## config.mk

```make
export PLATFORM = sky130hd
export DESIGN_NAME = fu_ls_agu_queue_flat
export DESIGN_NICKNAME = d
export VERILOG_FILES = /design/src/rtl/fu_ls_agu_queue_if.sv /design/src/rtl/fu_ls_agu_queue.sv /design/src/flat_wrapper.sv
export SDC_FILE = /design/constraint.sdc
export NUM_CORES = 1
export LEC_CHECK = 0
export CORE_MARGIN = 5
export CORE_UTILIZATION = 55
export DETAILED_ROUTE_END_ITERATION = 10
export GPL_TIMING_DRIVEN = 0
export PLACE_DENSITY = 0.91
export SLEW_MARGIN = 20
export SYNTH_ARGS = -nofsm -noshare
export SYNTH_HDL_FRONTEND = slang
export SYNTH_SLANG_ARGS = --single-unit
```

## constraint.sdc

```tcl
create_clock -name clock -period 8.1 [get_ports clock]
set_input_delay 1.62 -clock clock [delete_from_list [all_inputs] [get_ports clock]]
set_output_delay 1.62 -clock clock [all_outputs]
set_load 0.02 [all_outputs]
```

## src/rtl/fu_ls_agu_queue_if.sv

```systemverilog
// Issue-side and LSQ-side handshake bundle for the load/store AGU queue.
interface fu_ls_agu_queue_if #(
  parameter int XLEN        = 32,
  parameter int DEPTH       = 4,
  parameter int LSQ_IDX_LEN = 3,
  parameter int TAG_LEN     = 6,
  parameter int CNT_W       = $clog2(DEPTH+1)
);
  logic                   in_valid;
  logic                   in_ready;
  logic                   in_is_store;
  logic [XLEN-1:0]        in_base;
  logic [XLEN-1:0]        in_imm;
  logic [XLEN-1:0]        in_store_data;
  logic [2:0]             in_mem_size;
  logic [LSQ_IDX_LEN-1:0] in_lq_pos;
  logic [LSQ_IDX_LEN-1:0] in_sq_pos;
  logic [TAG_LEN-1:0]     in_dest_tag;
  logic                   out_valid;
  logic                   out_ready;
  logic                   out_is_store;
  logic [XLEN-1:0]        out_addr;
  logic [XLEN-1:0]        out_store_data;
  logic [2:0]             out_mem_size;
  logic [LSQ_IDX_LEN-1:0] out_lq_pos;
  logic [LSQ_IDX_LEN-1:0] out_sq_pos;
  logic [TAG_LEN-1:0]     out_dest_tag;
  logic                   out_misaligned;
  logic [CNT_W-1:0]       count;

  modport master (
    output in_valid, in_is_store, in_base, in_imm, in_store_data, in_mem_size,
           in_lq_pos, in_sq_pos, in_dest_tag, out_ready,
    input  in_ready, out_valid, out_is_store, out_addr, out_store_data, out_mem_size,
           out_lq_pos, out_sq_pos, out_dest_tag, out_misaligned, count
  );
  modport slave (
    input  in_valid, in_is_store, in_base, in_imm, in_store_data, in_mem_size,
           in_lq_pos, in_sq_pos, in_dest_tag, out_ready,
    output in_ready, out_valid, out_is_store, out_addr, out_store_data, out_mem_size,
           out_lq_pos, out_sq_pos, out_dest_tag, out_misaligned, count
  );
endinterface

```

## src/rtl/fu_ls_agu_queue.sv

```systemverilog
// Load/store AGU with an in-order DEPTH-entry result buffer feeding the LSQ.
// Define FU_LS_AGU_BYPASS_EN for zero-latency pass-through when the buffer is empty.
module fu_ls_agu_queue #(
  parameter int XLEN        = 32,
  parameter int DEPTH       = 4,
  parameter int LSQ_IDX_LEN = 3,
  parameter int TAG_LEN     = 6,
  parameter int CNT_W       = $clog2(DEPTH+1)
) (
  input  logic clock,
  input  logic reset,
  input  logic squash,
  fu_ls_agu_queue_if.slave io
);
  localparam int PTR_W = $clog2(DEPTH);

  typedef struct packed {
    logic                   is_store;
    logic [XLEN-1:0]        addr;
    logic [XLEN-1:0]        store_data;
    logic [2:0]             mem_size;
    logic [LSQ_IDX_LEN-1:0] lq_pos;
    logic [LSQ_IDX_LEN-1:0] sq_pos;
    logic [TAG_LEN-1:0]     dest_tag;
    logic                   misaligned;
  } entry_t;

  entry_t           mem [DEPTH];
  entry_t           in_ent, out_ent;
  logic [PTR_W-1:0] head, tail;
  logic [CNT_W-1:0] cnt;
  logic             empty, push, pop, bypass;

  function automatic logic misalign(input logic [1:0] sz, input logic [1:0] a);
    case (sz)
      2'b00:   return 1'b0;
      2'b01:   return a[0];
      2'b10:   return a != 2'b00;
      default: return 1'b1;
    endcase
  endfunction

  // Non-power-of-2 depth: wrap by explicit compare.
  function automatic logic [PTR_W-1:0] inc(input logic [PTR_W-1:0] p);
    return (p == PTR_W'(DEPTH-1)) ? '0 : p + 1'b1;
  endfunction

  always_comb begin
    in_ent            = '0;
    in_ent.is_store   = io.in_is_store;
    in_ent.addr       = io.in_base + io.in_imm;
    in_ent.store_data = io.in_store_data;
    in_ent.mem_size   = io.in_mem_size;
    in_ent.lq_pos     = io.in_lq_pos;
    in_ent.sq_pos     = io.in_sq_pos;
    in_ent.dest_tag   = io.in_dest_tag;
    in_ent.misaligned = misalign(io.in_mem_size[1:0], in_ent.addr[1:0]);
  end

  assign empty = (cnt == '0);
`ifdef FU_LS_AGU_BYPASS_EN
  assign bypass = empty && io.in_valid && io.out_ready && !squash && !reset;
`else
  assign bypass = 1'b0;
`endif
  assign io.in_ready = !reset && (cnt < CNT_W'(DEPTH));
  assign push        = io.in_valid && io.in_ready && !squash && !bypass;
  assign pop         = !empty && io.out_ready;
  assign io.out_valid = !empty || bypass;
  // Zero the head view when empty so stale post-squash data never leaks out.
  assign out_ent     = bypass ? in_ent : (empty ? '0 : mem[head]);

  assign io.out_is_store   = out_ent.is_store;
  assign io.out_addr       = out_ent.addr;
  assign io.out_store_data = out_ent.store_data;
  assign io.out_mem_size   = out_ent.mem_size;
  assign io.out_lq_pos     = out_ent.lq_pos;
  assign io.out_sq_pos     = out_ent.sq_pos;
  assign io.out_dest_tag   = out_ent.dest_tag;
  assign io.out_misaligned = out_ent.misaligned;
  assign io.count          = cnt;

  always_ff @(posedge clock) begin
    if (reset) begin
      head <= '0;
      tail <= '0;
      cnt  <= '0;
      for (int i = 0; i < DEPTH; i++) mem[i] <= '0;
    end else if (squash) begin
      head <= '0;
      tail <= '0;
      cnt  <= '0;
    end else begin
      if (push) begin
        mem[tail] <= in_ent;
        tail      <= inc(tail);
      end
      if (pop) head <= inc(head);
      case ({push, pop})
        2'b10:   cnt <= cnt + 1'b1;
        2'b01:   cnt <= cnt - 1'b1;
        default: cnt <= cnt;
      endcase
    end
  end
endmodule

```

## src/flat_wrapper.sv

```systemverilog
// flat-port wrapper written by rule: the top's interface ports become plain ports
module fu_ls_agu_queue_flat 
#(
  parameter int XLEN        = 32,
  parameter int DEPTH       = 4,
  parameter int LSQ_IDX_LEN = 3,
  parameter int TAG_LEN     = 6,
  parameter int CNT_W       = $clog2(DEPTH+1)
)
  (clock, reset, squash, io_in_valid, io_in_is_store, io_in_base, io_in_imm, io_in_store_data, io_in_mem_size, io_in_lq_pos, io_in_sq_pos, io_in_dest_tag, io_out_ready, io_in_ready, io_out_valid, io_out_is_store, io_out_addr, io_out_store_data, io_out_mem_size, io_out_lq_pos, io_out_sq_pos, io_out_dest_tag, io_out_misaligned, io_count);
  fu_ls_agu_queue_if #(.XLEN(XLEN), .DEPTH(DEPTH), .LSQ_IDX_LEN(LSQ_IDX_LEN), .TAG_LEN(TAG_LEN), .CNT_W(CNT_W)) io_i ();
  input  logic clock;
  input  logic reset;
  input  logic squash;
  input wire logic [$bits(io_i.in_valid)-1:0] io_in_valid;
  input wire logic [$bits(io_i.in_is_store)-1:0] io_in_is_store;
  input wire logic [$bits(io_i.in_base)-1:0] io_in_base;
  input wire logic [$bits(io_i.in_imm)-1:0] io_in_imm;
  input wire logic [$bits(io_i.in_store_data)-1:0] io_in_store_data;
  input wire logic [$bits(io_i.in_mem_size)-1:0] io_in_mem_size;
  input wire logic [$bits(io_i.in_lq_pos)-1:0] io_in_lq_pos;
  input wire logic [$bits(io_i.in_sq_pos)-1:0] io_in_sq_pos;
  input wire logic [$bits(io_i.in_dest_tag)-1:0] io_in_dest_tag;
  input wire logic [$bits(io_i.out_ready)-1:0] io_out_ready;
  output wire logic [$bits(io_i.in_ready)-1:0] io_in_ready;
  output wire logic [$bits(io_i.out_valid)-1:0] io_out_valid;
  output wire logic [$bits(io_i.out_is_store)-1:0] io_out_is_store;
  output wire logic [$bits(io_i.out_addr)-1:0] io_out_addr;
  output wire logic [$bits(io_i.out_store_data)-1:0] io_out_store_data;
  output wire logic [$bits(io_i.out_mem_size)-1:0] io_out_mem_size;
  output wire logic [$bits(io_i.out_lq_pos)-1:0] io_out_lq_pos;
  output wire logic [$bits(io_i.out_sq_pos)-1:0] io_out_sq_pos;
  output wire logic [$bits(io_i.out_dest_tag)-1:0] io_out_dest_tag;
  output wire logic [$bits(io_i.out_misaligned)-1:0] io_out_misaligned;
  output wire logic [$bits(io_i.count)-1:0] io_count;
  assign io_i.in_valid = io_in_valid;
  assign io_i.in_is_store = io_in_is_store;
  assign io_i.in_base = io_in_base;
  assign io_i.in_imm = io_in_imm;
  assign io_i.in_store_data = io_in_store_data;
  assign io_i.in_mem_size = io_in_mem_size;
  assign io_i.in_lq_pos = io_in_lq_pos;
  assign io_i.in_sq_pos = io_in_sq_pos;
  assign io_i.in_dest_tag = io_in_dest_tag;
  assign io_i.out_ready = io_out_ready;
  assign io_in_ready = io_i.in_ready;
  assign io_out_valid = io_i.out_valid;
  assign io_out_is_store = io_i.out_is_store;
  assign io_out_addr = io_i.out_addr;
  assign io_out_store_data = io_i.out_store_data;
  assign io_out_mem_size = io_i.out_mem_size;
  assign io_out_lq_pos = io_i.out_lq_pos;
  assign io_out_sq_pos = io_i.out_sq_pos;
  assign io_out_dest_tag = io_i.out_dest_tag;
  assign io_out_misaligned = io_i.out_misaligned;
  assign io_count = io_i.count;
  fu_ls_agu_queue #(.XLEN(XLEN), .DEPTH(DEPTH), .LSQ_IDX_LEN(LSQ_IDX_LEN), .TAG_LEN(TAG_LEN), .CNT_W(CNT_W)) u_core (.clock(clock), .reset(reset), .squash(squash), .io(io_i));
endmodule
```

# After elaboration in Yosys (flattened, before gate mapping)
# Memory sizes are Yosys's and may differ from the RTL's. A register that Yosys moved wholly into a read port is not among the register bits.
# Index checks and enable logic that the tools add are counted.
dict set report word_totals {
  ram_bits 324
  ff_bits 7
  input_bits 117
  output_inout_bits 86
  n_memories 1
  word_cells 45
}
# name words width rd rd_ports_with_merged_regs write_ports line_no
set mem_list {}
lappend mem_list {u_core.mem 4 81 1 1 4 fu_ls_agu_queue.sv:28} ;# entry_t mem [DEPTH];
dict set report op_classes {
  add_sub_neg 5
  muxes 16
  n_reduce_logical 13
  eq_ne 6
  order_cmp 1
}
# operator count
set ops {}
lappend ops {{$mux W81} 2}
lappend ops {{$reduce_or A81 Y1} 1}
lappend ops {{$add A32 B32 Y32} 1}
lappend ops {{$mux W2} 5}
lappend ops {{$eq A2 B2 Y1 const B} 4}
lappend ops {{$mux W1} 7}
lappend ops {{$pmux W3 S2} 1}
lappend ops {{$add A2 B1 Y2 const B} 2}
lappend ops {{$eq A2 B1 Y1 const B} 2}
lappend ops {{$logic_and A1 B1 Y1} 4}
lappend ops {{$reduce_bool A2 Y1} 2}
lappend ops {{$add A3 B1 Y3 const B} 1}
lappend ops {{$logic_not A1 Y1} 3}
lappend ops {{$logic_not A3 Y1} 1}
lappend ops {{$lt A3 B3 Y1 const B} 1}
lappend ops {{$pmux W1 S3} 1}
lappend ops {{$sub A3 B1 Y3 const B} 1}
lappend ops {{$logic_not A2 Y1} 1}
lappend ops {{$reduce_or A2 Y1} 1}

# Longest topological paths before layout
# Gate-level depths: netlist of the first run.
dict set report logic_depth {
  depth_word 10
  depth_mapped 11
  mapped_depth_nobuf 10
}

# Worst setup path after synthesis of the first run
# Ideal clock, no wire load.
dict set report synth_timing {
  kind {input to register}
  startpoint {input port reset}
  endpoint {memory u_core.mem[2][0] in the netlist's numbering (enable)}
  setup_ps 453
  setup_slack_ps 3063
  t_arrival_ps 4584
  n_path_buf 3
  required_ps 7647
  cell_stages 8
  path_cell_list {or2_1 buf_2 nor2b_4 buf_4 nand2_1 or2_2 clkbuf_1 nand2b_1}
}
# item line_no
set synth_rtl {}
lappend synth_rtl {{start: declaration} flat_wrapper.sv:13} ;# input logic reset;
lappend synth_rtl {{end: declaration} fu_ls_agu_queue.sv:28}

# Worst setup path in the final report of the first run
dict set report layout_timing {
  startpoint {register u_core.cnt[2] (netlist: u_core.io.count[2])}
  endpoint {output port io_out_addr[18]}
}
dict set report layout_between {
  elab_chain_cells 2
}
# item line_no
set layout_rtl {}
lappend layout_rtl {{start: declaration} fu_ls_agu_queue.sv:31} ;# logic [CNT_W-1:0] cnt;
lappend layout_rtl {{start signal: assignment} fu_ls_agu_queue.sv:100} ;# 2'b10: cnt <= cnt + 1'b1;
lappend layout_rtl {{start signal: assignment} fu_ls_agu_queue.sv:101} ;# 2'b01: cnt <= cnt - 1'b1;
lappend layout_rtl {{start signal: assignment} fu_ls_agu_queue.sv:102} ;# default: cnt <= cnt;
lappend layout_rtl {{$logic_not A3 Y1} fu_ls_agu_queue.sv:60} ;# assign empty = (cnt == '0);
lappend layout_rtl {{$mux W81} fu_ls_agu_queue.sv:71} ;# assign out_ent = bypass ? in_ent : (empty ? '0 : mem[head]);
lappend layout_rtl {{end: declaration} flat_wrapper.sv:28} ;# output wire logic [$bits(io_i.out_addr)-1:0] io_out_addr;
# No other way between the ends.

==> results.txt, run 1 <==
DRC Markers - 0
number of setup violations in the final report - 0
Tot GR Track Use - 23.89%
type of the worst setup path - register to output pin
number of fill cells in the layout - 2059
post-synthesis mux area share - 11.40%
DR WL/cell - 21.42 um
synth top area cells - edfxtp_1, mux4_2, and2_1, nor2_1, ha_1
clk slew on worst S/H paths - 0.06 ns
Seq/Total Area, Yosys - 59.93%
core footprint - 0.02964 mm2
Placed Area - 0.01918 mm2
Post-synth EDFFs - 324
Die Span X - 183.4 um
vias - 10.95k
Final Max Tran Viols - 0
clock latency at the later pin of the worst-skew pair - 0.51 ns
Yosys warnings - 0
Main synth FF type - edfxtp_1
largest family of logic cells by synthesized area - simple AND/OR/NAND/NOR gates
register bit total from synthesis - 333
Hold Fails Final Rpt - 0
hold_buf cts - 0
max frequency - 206.9 MHz
top-count cell post-synth - edfxtp_1
vias in the first global route - 11.25k
H-Tree Depth - 2
family with the most delay on the worst path - buffers and inverters
status - finished, final reports clean
Startpoint Class - register
Bufs and invs on worst path - 3
VDD IR max - 0.1066 mV
Synth Area in XOR/XNOR - 1.218%
Worst Path Required - 6.48 ns
Post-Syn Instances - 1229
adder-cell share of the synthesized area - 2.815%
initial DRC count - 998
routed wire length - 40400 um
max-cap violations - 0
Clock Root Buffer - clkbuf_16
RSZ-0062 raised after global routing - false
io pins - 203
ANT cells - 0
fin area - 0.02020 mm2
post-synthesis compound-gate area fraction - 5.078%
layout cell share with drive strength beyond 1 - 11.90%
Synth top area share - 58.84%
Worst EP arrival - 3.21 ns
Final Power - 3.889 mW
Simple-Gate Fraction of Synth Area - 17.12%
port bufs - 202
CP max FO - 10
LEAKAGE - 7.399 nW
Post-Synthesis Cell Area - 0.01653 mm2
Post-Syn Nets - 1382
Mean Syn Cell Area - 13.45 um2
ys async rst share - 0%
CTS Buf Count - 34
Layout Cells excl Fill - 1886
row cnt - 63
DP Cell Count - 1825
initial antenna violation count - 0
Post CTS Setup Buffer Count - 0
crit end category - output pin
Synth cell types - 69
largest net degree at the start of global routing - 47
Final nets - 1624
antenna viol nets, final - 0
CP max stage delay - 0.63 ns
cell accounting for the most synthesized area - edfxtp_1
Worst Max-Slew Pin Slew - 0.8719 ns
most frequent cells after synthesis - edfxtp_1, and2_1, nor2_1
Vias/cell - 5.808
TritonCTS clock tree - yes
die area - 0.03363 mm2
GR Overflow Total - 0
Die H - 183.4 um
DR pass1 iterations - 5
min cycle time layout - 4.833 ns
clk sinks - 333
worst rel slew slack - 40.95%
fin crit share - 59.67%
Layout Skew - 0.01940 ns
# resized after CTS - 0
deepest clock path buffer count - 3
Layout area overhead - 22.19%
most used cell, CP - clkbuf_1
first-pass GRT wire length - 62160 um
final RePlAce weighted congestion - 0.9036
slowest stage cell, crit path - clkdlybuf4s50_1
dpl hpwl - 27650 um
pwr dens - 192.5 mW/mm2
setup TNS - 0 ns
worst min path class - register to register
ordered list of cells on the worst path - or3_1, clkbuf_1, clkbuf_1, and2_1, clkdlybuf4s50_1
hold slack final - 0.4848 ns
Starting Density - 55.79%
==> tightest hold or removal path, delay by kind of cell (launching register included) <==
kind	cells	cell delay [ns]
AND/OR/NAND/NOR	1	0.05
AO/OA/AOI/OAI	1	0.07
flip-flops	1	0.31
==> cell families (layout without fill, tap and decap cells) <==
logic type / count (synthesis) / in the layout
compound gates: 127 / 127
flops: 333 / 333
mux: 87 / 87
fa+ha+maj: 36 / 36
xor+xnor: 23 / 23
buf+inv: 98 / 365
simple gates: 525 / 525
==> cell usage in the layout (no fill, tap or decap), drive strengths merged, types with 14 or more instances in the layout <==
master         synthesis  layout
buf                   20      24
o21ai                 26      26
inv                   25      26
ha                    34      34
a21oi                 43      43
nor2                 134     134
clkbuf                53      97
nor3                  21      21
nand2                 50      50
edfxtp               324     324
xor2                  14      14
mux4                  81      81
clkdlybuf4s50          0     202
and2                 275     275
==> registers in the layout, indices dropped and copies added, names as in the netlist, named ones only <==
| signal | cells |
|---|---|
| u_core.head | 2 |
| u_core.mem | 324 |
| u_core.tail | 2 |
| u_core.io.count | 3 |
==> per-stage QoR <==
| stage | util, % | setup WS (ns) |
|---|---|---|
| after global routing | 68.17 | 3.176 |
| final | 68.17 | 3.267 |
| after detailed placement | 64.71 | 3.118 |
| after floorplan | - | 3.063 |
| after global placement | 64.26 | 0.8601 |
| after CTS | 68.17 | 3.275 |
==> metal layers <==
layer / GRT usage (%) / share of wire (%) / routed length (um) / vias up
met2: 42.82 / 53 / 21380 / 526
met4: 5.662 / 1.5 / 591 / 0
li1: - / - / - / 4999
met1: 31.03 / 38 / 15510 / 5380
met5: 0 / 0 / 0 / -
met3: 3.451 / 7.2 / 2914 / 49
==> final timing paths <==
path / depth (start not counted) / slack, ns / to / startpoint
setup / recovery: 5 / 3.27 / io_out_addr[18] / u_core.io.count[2]$_SDFFE_PP0P_
hold reg to reg: 2 / 0.48 / u_core.head[1]$_SDFFE_PP0N_ / u_core.head[1]$_SDFFE_PP0N_
setup reg to reg: 8 / 5.02 / u_core.mem[2][31]$_SDFFCE_PN0P_ / u_core.io.count[2]$_SDFFE_PP0P_
hold / removal: 2 / 0.48 / u_core.head[1]$_SDFFE_PP0N_ / u_core.head[1]$_SDFFE_PP0N_
==> power breakdown <==
| group | leakage, nW | switching [mW] | internal, mW |
|---|---|---|---|
| registers | 3.43 | 0.0214 | 1.97 |
| clock network | 0.496 | 0.631 | 0.828 |
| logic | 3.48 | 0.253 | 0.186 |
==> cell type report <==
| class | instances | area, um2 | area share [%] |
|---|---|---|---|
| sequential | 333 | 9910 | 49.05 |
| inverter | 25 | 93.84 | 0.4645 |
| clock buffer | 44 | 909.6 | 4.502 |
| timing repair buffer | 206 | 2125 | 10.52 |
| multi-input combinational | 798 | 6254 | 30.95 |
| clock inverter | 17 | 115.1 | 0.5698 |
| tap | 390 | 488.0 | 2.415 |
| buffer | 73 | 309.0 | 1.530 |
Power figures use the tool's default switching activity.
==> inputs of run 2 (changes only) <==
--- a/config.mk
+++ b/config.mk
@@ -6,10 +6,10 @@
 export NUM_CORES = 1
 export LEC_CHECK = 0
 export CORE_MARGIN = 5
-export CORE_UTILIZATION = 55
+export CORE_UTILIZATION = 51
 export DETAILED_ROUTE_END_ITERATION = 10
 export GPL_TIMING_DRIVEN = 0
-export PLACE_DENSITY = 0.91
+export PLACE_DENSITY = 0.89
 export SLEW_MARGIN = 20
 export SYNTH_ARGS = -nofsm -noshare
 export SYNTH_HDL_FRONTEND = slang
==> constraint.sdc (replaced) <==
create_clock -name clock -period 4.1 [get_ports clock]
set_input_delay 0.82 -clock clock [delete_from_list [all_inputs] [get_ports clock]]
set_output_delay 0.82 -clock clock [all_outputs]
set_load 0.02 [all_outputs]
==> run 2 against run 1 <==
Effect of this change: global-route usage is 1.1 points lower; count of clock-buffer cells in the layout is 2 lower; wire length is 1.0% higher; largest cell class unchanged.
==> results.txt, run 2 (same netlist as run 1, synthesis figures left out) <==
Clock Root Buffer - clkbuf_16 (unchanged)
CP max FO - 10 (unchanged)
commonest non-fill, non-tap cell in the layout - edfxtp_1 (unchanged)
min cycle time layout - 3.964 ns
GR Overflow Total - 0 (unchanged)
port bufs - 202 (unchanged)
Hold Fails Final Rpt - 0 (unchanged)
setup slack after layout - 0.1363 ns (was 3.267 ns)
row cnt - 66 (was 63)
fin crit share - 96.68%
vias in the first global route - 11.32k (was 11.25k)
RR Endpoint - u_core.mem[2][76]$_SDFFCE_PN0P_ (was u_core.mem[2][31]$_SDFFCE_PN0P_)
H-Tree Depth - 2 (unchanged)
slowest stage cell, crit path - clkbuf_1 (was clkdlybuf4s50_1)
Starting Density - 51.21% (was 55.79%)
TritonCTS clock tree - yes (unchanged)
Final Max Tran Viols - 0 (unchanged)
Biggest register - u_core.mem (unchanged)
most frequent cells in the layout - edfxtp_1, and2_1, clkdlybuf4s50_1 (unchanged)
layout cell share with drive strength beyond 1 - 11.80% (was 11.90%)
hold path depth - 2 (unchanged)
worst min path class - register to register (unchanged)
initial antenna violation count - 1 (was 0)
antenna viol nets, final - 0 (unchanged)
clk slew on worst S/H paths - 0.06 ns (about the same)
deepest clock path buffer count - 3 (unchanged)
final RePlAce weighted congestion - 0.9063 (was 0.9036)
R2R Setup Slk - 1.21 ns (was 5.02 ns)
clk sinks - 333 (unchanged)
DR pass1 iterations - 5 (unchanged)
Tot GR Track Use - 22.75% (was 23.89%)
Util after Layout - 62.70% (was 68.17%)
routed wire length - 40820 um (was 40400 um)
Layout area overhead - 22.44% (was 22.19%)
Layout Skew - 0.009899 ns (was 0.01940 ns)
Worst Path Required - 3.28 ns (was 6.48 ns)
Die H - 190.1 um (was 183.4 um)
worst rel slew slack - 32.29% (was 40.95%)
die area - 0.03612 mm2 (was 0.03363 mm2)
# resized after CTS - 0 (unchanged)
Startpoint Class - register (unchanged)
hold_buf cts - 0 (unchanged)
DR WL/cell - 21.12 um (was 21.42 um)
setup TNS - 0 ns (unchanged)
number of setup violations in the final report - 0 (unchanged)
Post CTS Setup Buffer Count - 0 (unchanged)
status - finished, final reports clean (unchanged)
max frequency - 252.3 MHz
Final nets - 1623 (was 1624)
type of the worst setup path - register to output pin (unchanged)
ANT cells - 0 (unchanged)
pwr dens - 377.2 mW/mm2 (was 192.5 mW/mm2)
most used cell, CP - clkbuf_1 (unchanged)
worst slack, placed - -0.02531 ns (was 3.118 ns)
LEAKAGE - 7.396 nW (was 7.399 nW)
DRC Markers - 0 (unchanged)
vias - 10.79k (was 10.95k)
family with the most delay on the worst path - buffers and inverters (unchanged)
ordered list of cells on the worst path - clkbuf_1, clkbuf_1, mux4_2, and2_1, clkdlybuf4s50_1 (was or3_1, clkbuf_1, clkbuf_1, and2_1, clkdlybuf4s50_1)
Vias/cell - 5.580 (was 5.808)
dpl hpwl - 28500 um (was 27650 um)
crit end category - output pin (unchanged)
max-cap violations - 0 (unchanged)
io pins - 203 (unchanged)
initial DRC count - 945 (was 998)
largest net degree at the start of global routing - 47 (unchanged)
Reg2Reg Depth - 8 (unchanged)
Die Span X - 190.1 um (was 183.4 um)
clock latency at the later pin of the worst-skew pair - 0.50 ns (was 0.51 ns)
worst r2r src - u_core.io.count[2]$_SDFFE_PP0P_ (unchanged)
Placed Area - 0.01924 mm2 (was 0.01918 mm2)
total stage count of the critical path - 5 (unchanged)
Bufs and invs on worst path - 3 (unchanged)
Worst Max-Slew Pin Slew - 0.9999 ns (was 0.8719 ns)
first-pass GRT wire length - 63420 um (was 62160 um)
Worst EP arrival - 3.14 ns (was 3.21 ns)
RSZ-0062 raised after global routing - false (unchanged)
CP max stage delay - 0.62 ns (was 0.63 ns)
fin area - 0.02025 mm2 (was 0.02020 mm2)
core footprint - 0.03229 mm2 (was 0.02964 mm2)
CP Capture Point - io_out_addr[14] (was io_out_addr[18])
CTS Buf Count - 34 (unchanged)
VDD IR max - 0.2306 mV (was 0.1066 mV)
max reg flops - 324 (unchanged)
run 2: cell count changes in the layout (fill, tap and decap cells not counted), sizes merged:
cell / delta
clkbuf: -3
clkinv: -1
clkinvlp: -2
inv: +1
run 2: how the worst min path moves through the flow:
stage	start	endpoint	slack [ns]
finish	u_core.head[1]$_SDFFE_PP0N_	register	0.50
global route	u_core.head[1]$_SDFFE_PP0N_	register	0.52
CTS	u_core.head[1]$_SDFFE_PP0N_	register	0.50
detailed placement	u_core.head[1]$_SDFFE_PP0N_	register	0.49
global placement	u_core.head[1]$_SDFFE_PP0N_	register	0.47
floorplan	u_core.head[1]$_SDFFE_PP0N_	register	0.45
run 2: final cells by class:
class / count / area, um2
buffer: 72 / 305.3
clock buffer: 42 / 902.1
clock inverter: 15 / 103.9
fill: 2338 / 12040
inverter: 25 / 93.84
multi-input combinational: 798 / 6254
sequential: 333 / 9910
tap: 442 / 553.0
timing repair buffer: 206 / 2125
run 2: where the power goes:
part	internal (mW)	switching, mW
Combinational	0.367	0.501
Clock	1.62	1.21
Sequential	3.89	0.0421
run 2: per-layer routing:
metal | vias to the layer above | share of wire (%) | global-route usage (%)
met5 | - | 0.027 | 0
met4 | 2 | 1.4 | 4.452
met3 | 43 | 7.1 | 3.101
met2 | 428 | 53 | 41.91
met1 | 5331 | 38 | 29.02
li1 | 4983 | - | -
run 2: stage by stage:
stage	hold slack, ns	total power, mW	std cells
6_report	0.4998	7.636	1933
5_1_grt	0.5233	7.904	1933
4_1_cts	0.4973	7.674	1934
3_5_place_dp	0.4882	4.868	1877
3_3_place_gp	0.4693	4.830	1873
2_1_floorplan	0.4541	4.497	1229
run 2: worst register-to-register path: cells and delay by family (launching register included):
family,cells,cell delay (ns)
buffers and inverters,3,0.81
AND/OR/NAND/NOR,5,1.38
flip-flops,1,0.37
==> inputs of run 3 (changes only) <==
--- a/config.mk
+++ b/config.mk
@@ -5,7 +5,6 @@
 export SDC_FILE = /design/constraint.sdc
 export NUM_CORES = 1
 export LEC_CHECK = 0
-export CORE_MARGIN = 5
 export CORE_UTILIZATION = 51
 export DETAILED_ROUTE_END_ITERATION = 10
 export GPL_TIMING_DRIVEN = 0
==> constraint.sdc (replaced) <==
create_clock -name clock -period 3.3 [get_ports clock]
set_input_delay 0.66 -clock clock [delete_from_list [all_inputs] [get_ports clock]]
set_output_delay 0.66 -clock clock [all_outputs]
set_load 0.02 [all_outputs]
==> run 3 against run 2 <==
Effect of this change: utilization increased by 1.6 points; first-iteration DRC count increased by 15%; combinational power increased by 26%; die area decreased by 8.2%; flip-flop and latch count unchanged; count of clock-buffer cells in the layout increased by 1; critical path depth unchanged; via count increased by 2.2%; design area increased by 0.72%; wire length decreased by 0.26%; critical path type unchanged.
==> results.txt, run 3 (same netlist as run 1, synthesis figures left out) <==
status - finished, final reports clean (unchanged)
slowest stage cell, crit path - clkdlybuf4s50_1 (was clkbuf_1)
port bufs - 202 (unchanged)
RR Endpoint - u_core.mem[2][5]$_SDFFCE_PN0P_ (was u_core.mem[2][76]$_SDFFCE_PN0P_)
io pins - 203 (unchanged)
initial antenna violation count - 0 (was 1)
Final Max Tran Viols - 0 (unchanged)
R2R Setup Slk - 0.50 ns (was 1.21 ns)
pwr dens - 478.9 mW/mm2 (was 377.2 mW/mm2)
Clock Root Buffer - clkbuf_16 (unchanged)
DP Cell Count - 1838 (was 1877)
dpl hpwl - 27380 um (was 28500 um)
DR pass1 iterations - 5 (unchanged)
LEAKAGE - 7.514 nW (was 7.396 nW)
row cnt - 65 (was 66)
number of fill cells in the layout - 2259 (was 2338)
most frequent cells in the layout - edfxtp_1, and2_1, clkdlybuf4s50_1 (unchanged)
Die H - 182.1 um (was 190.1 um)
min cycle time layout - 3.221 ns
commonest non-fill, non-tap cell in the layout - edfxtp_1 (unchanged)
clk sinks - 333 (unchanged)
deepest clock path buffer count - 3 (unchanged)
Biggest register - u_core.mem (unchanged)
Die Span X - 182.1 um (was 190.1 um)
initial DRC count - 1088 (was 945)
hold path depth - 2 (unchanged)
clock share of power - 38.8% (was 37.1%)
CP max stage delay - 0.63 ns (was 0.62 ns)
Hold Fails Final Rpt - 0 (unchanged)
Final nets - 1626 (was 1623)
Layout Skew - 0.01416 ns (was 0.009899 ns)
clock latency at the later pin of the worst-skew pair - 0.51 ns (was 0.50 ns)
crit end category - output pin (unchanged)
VDD IR max - 0.3200 mV (was 0.2306 mV)
max reg flops - 324 (unchanged)
fin crit share - 97.62%
final RePlAce weighted congestion - 0.9031 (was 0.9063)
Worst EP arrival - 2.56 ns (was 3.14 ns)
number of setup violations in the final report - 0 (unchanged)
TritonCTS clock tree - yes (unchanged)
FF/Latch Area - 0.009915 mm2 (was 0.009910 mm2)
vias - 11.03k (was 10.79k)
layout cell share with drive strength beyond 1 - 13.69% (was 11.80%)
worst rel slew slack - 42.92% (was 32.29%)
type of the worst setup path - register to output pin (unchanged)
part of the power in combinational logic - 11.2% (was 11.4%)
die area - 0.03314 mm2 (was 0.03612 mm2)
max-cap violations - 0 (unchanged)
hold_buf cts - 0 (unchanged)
Sw Share - 23.19% (was 22.94%)
clk slew on worst S/H paths - 0.06 ns (about the same)
Starting Density - 52.13% (was 51.21%)
core footprint - 0.03172 mm2 (was 0.03229 mm2)
Layout Cells excl Fill - 1899 (was 1933)
max frequency - 310.4 MHz
routed wire length - 40710 um (was 40820 um)
vias in the first global route - 11.32k (about the same)
P_int - 7.501 mW (was 5.885 mW)
worst min path class - register to register (unchanged)
Reg power frac - 50.1% (was 51.5%)
hold_sp - u_core.head[1]$_SDFFE_PP0N_ (unchanged)
GR Overflow Total - 0 (unchanged)
largest net degree at the start of global routing - 45 (was 47)
Startpoint Class - register (unchanged)
Vias/cell - 5.806 (was 5.580)
first-pass GRT wire length - 62780 um (was 63420 um)
worst r2r src - u_core.io.count[2]$_SDFFE_PP0P_ (unchanged)
Worst Path Required - 2.64 ns (was 3.28 ns)
antenna viol nets, final - 0 (unchanged)
ordered list of cells on the worst path - or3_1, clkbuf_4, clkbuf_4, and2_1, clkdlybuf4s50_1 (was clkbuf_1, clkbuf_1, mux4_2, and2_1, clkdlybuf4s50_1)
CTS Buf Count - 35 (was 34)
Worst Max-Slew Pin Slew - 0.8497 ns (was 0.9999 ns)
RSZ-0062 raised after global routing - false (unchanged)
Layout area overhead - 23.33% (was 22.44%)
most used cell, CP - clkbuf_4 (was clkbuf_1)
ANT cells - 0 (unchanged)
area occupied by multi-input gates - 0.006291 mm2 (was 0.006254 mm2)
Sw Pwr - 2.265 mW (was 1.751 mW)
Tot GR Track Use - 24.97% (was 22.75%)
setup TNS - 0 ns (unchanged)
start point of the critical path - u_core.io.count[2]$_SDFFE_PP0P_
DRC Markers - 0 (unchanged)
Reg2Reg Depth - 8 (unchanged)
H-Tree Depth - 2 (unchanged)
DR WL/cell - 21.44 um (was 21.12 um)
CP max FO - 10 (unchanged)
run 3: through the flow:
stage	power [mW]	hold WS [ns]	area, um2	utilization, %	setup WS, ns
6_report	9.766	0.4803	20390	64.29	0.07860
5_1_grt	10.06	0.5091	20390	64.29	0.003632
4_1_cts	9.778	0.4788	20370	64.21	0.007170
3_5_place_dp	6.043	0.4783	19210	60.58	-0.6645
3_3_place_gp	5.996	0.4725	19070	60.11	-1.435
2_1_floorplan	5.587	0.4541	16540	-	0.1270
run 3: how the worst max path moves through the flow:
stage | endpoint | slack, ns | cells after the start
5_1_grt | io_out_store_data[0] | 0.004 | 5
2_1_floorplan | u_core.mem[2][0]$_SDFFCE_PN0P_ | 0.13 | 8
6_report | io_out_addr[16] | 0.08 | 5
3_5_place_dp | u_core.mem[2][15]$_SDFFCE_PN0P_ | -0.66 | 10
4_1_cts | io_out_addr[0] | 0.007 | 5
3_3_place_gp | u_core.mem[2][19]$_SDFFCE_PN0P_ | -1.43 | 9
run 3: critical path: cells and delay by family (launching register included):
family / cells / cell delay [ns]
buf+inv: 3 / 1.17
flops: 1 / 0.47
simple gates: 2 / 0.40
run 3: repair_timing:
action,in CTS,in global routing
setup buffers,0,0
cloned,2,0
setup endpoints to repair,171,33
gates resized for setup,30,10
run 3: per-layer routing:
layer	global-route usage (%)	wire, um	up-vias
met1	32.09	15850	5420
met3	3.353	2787	81
li1	-	-	4998
met2	44.06	21020	527
met5	0	0	-
met4	7.765	1063	0
run 3: final cells by class:
| type | count | area share (%) |
|---|---|---|
| Tap cell | 402 | 2.467 |
| Clock inverter | 18 | 0.6995 |
| Multi-Input combinational cell | 800 | 30.85 |
| Sequential cell | 333 | 48.62 |
| Inverter | 25 | 0.4602 |
| Timing Repair Buffer | 207 | 10.51 |
| Buffer | 71 | 1.743 |
| Clock buffer | 43 | 4.651 |
run 3: power groups by stage:
stage                     sequential (mW)  combinational, mW  clock [mW]
final                                4.89               1.09        3.78
after global routing                 4.90               1.18        3.98
after CTS                            4.89               1.08        3.81
after detailed placement             4.98               1.07           0
after global placement               4.97               1.02           0
after floorplan                      4.96              0.628           0
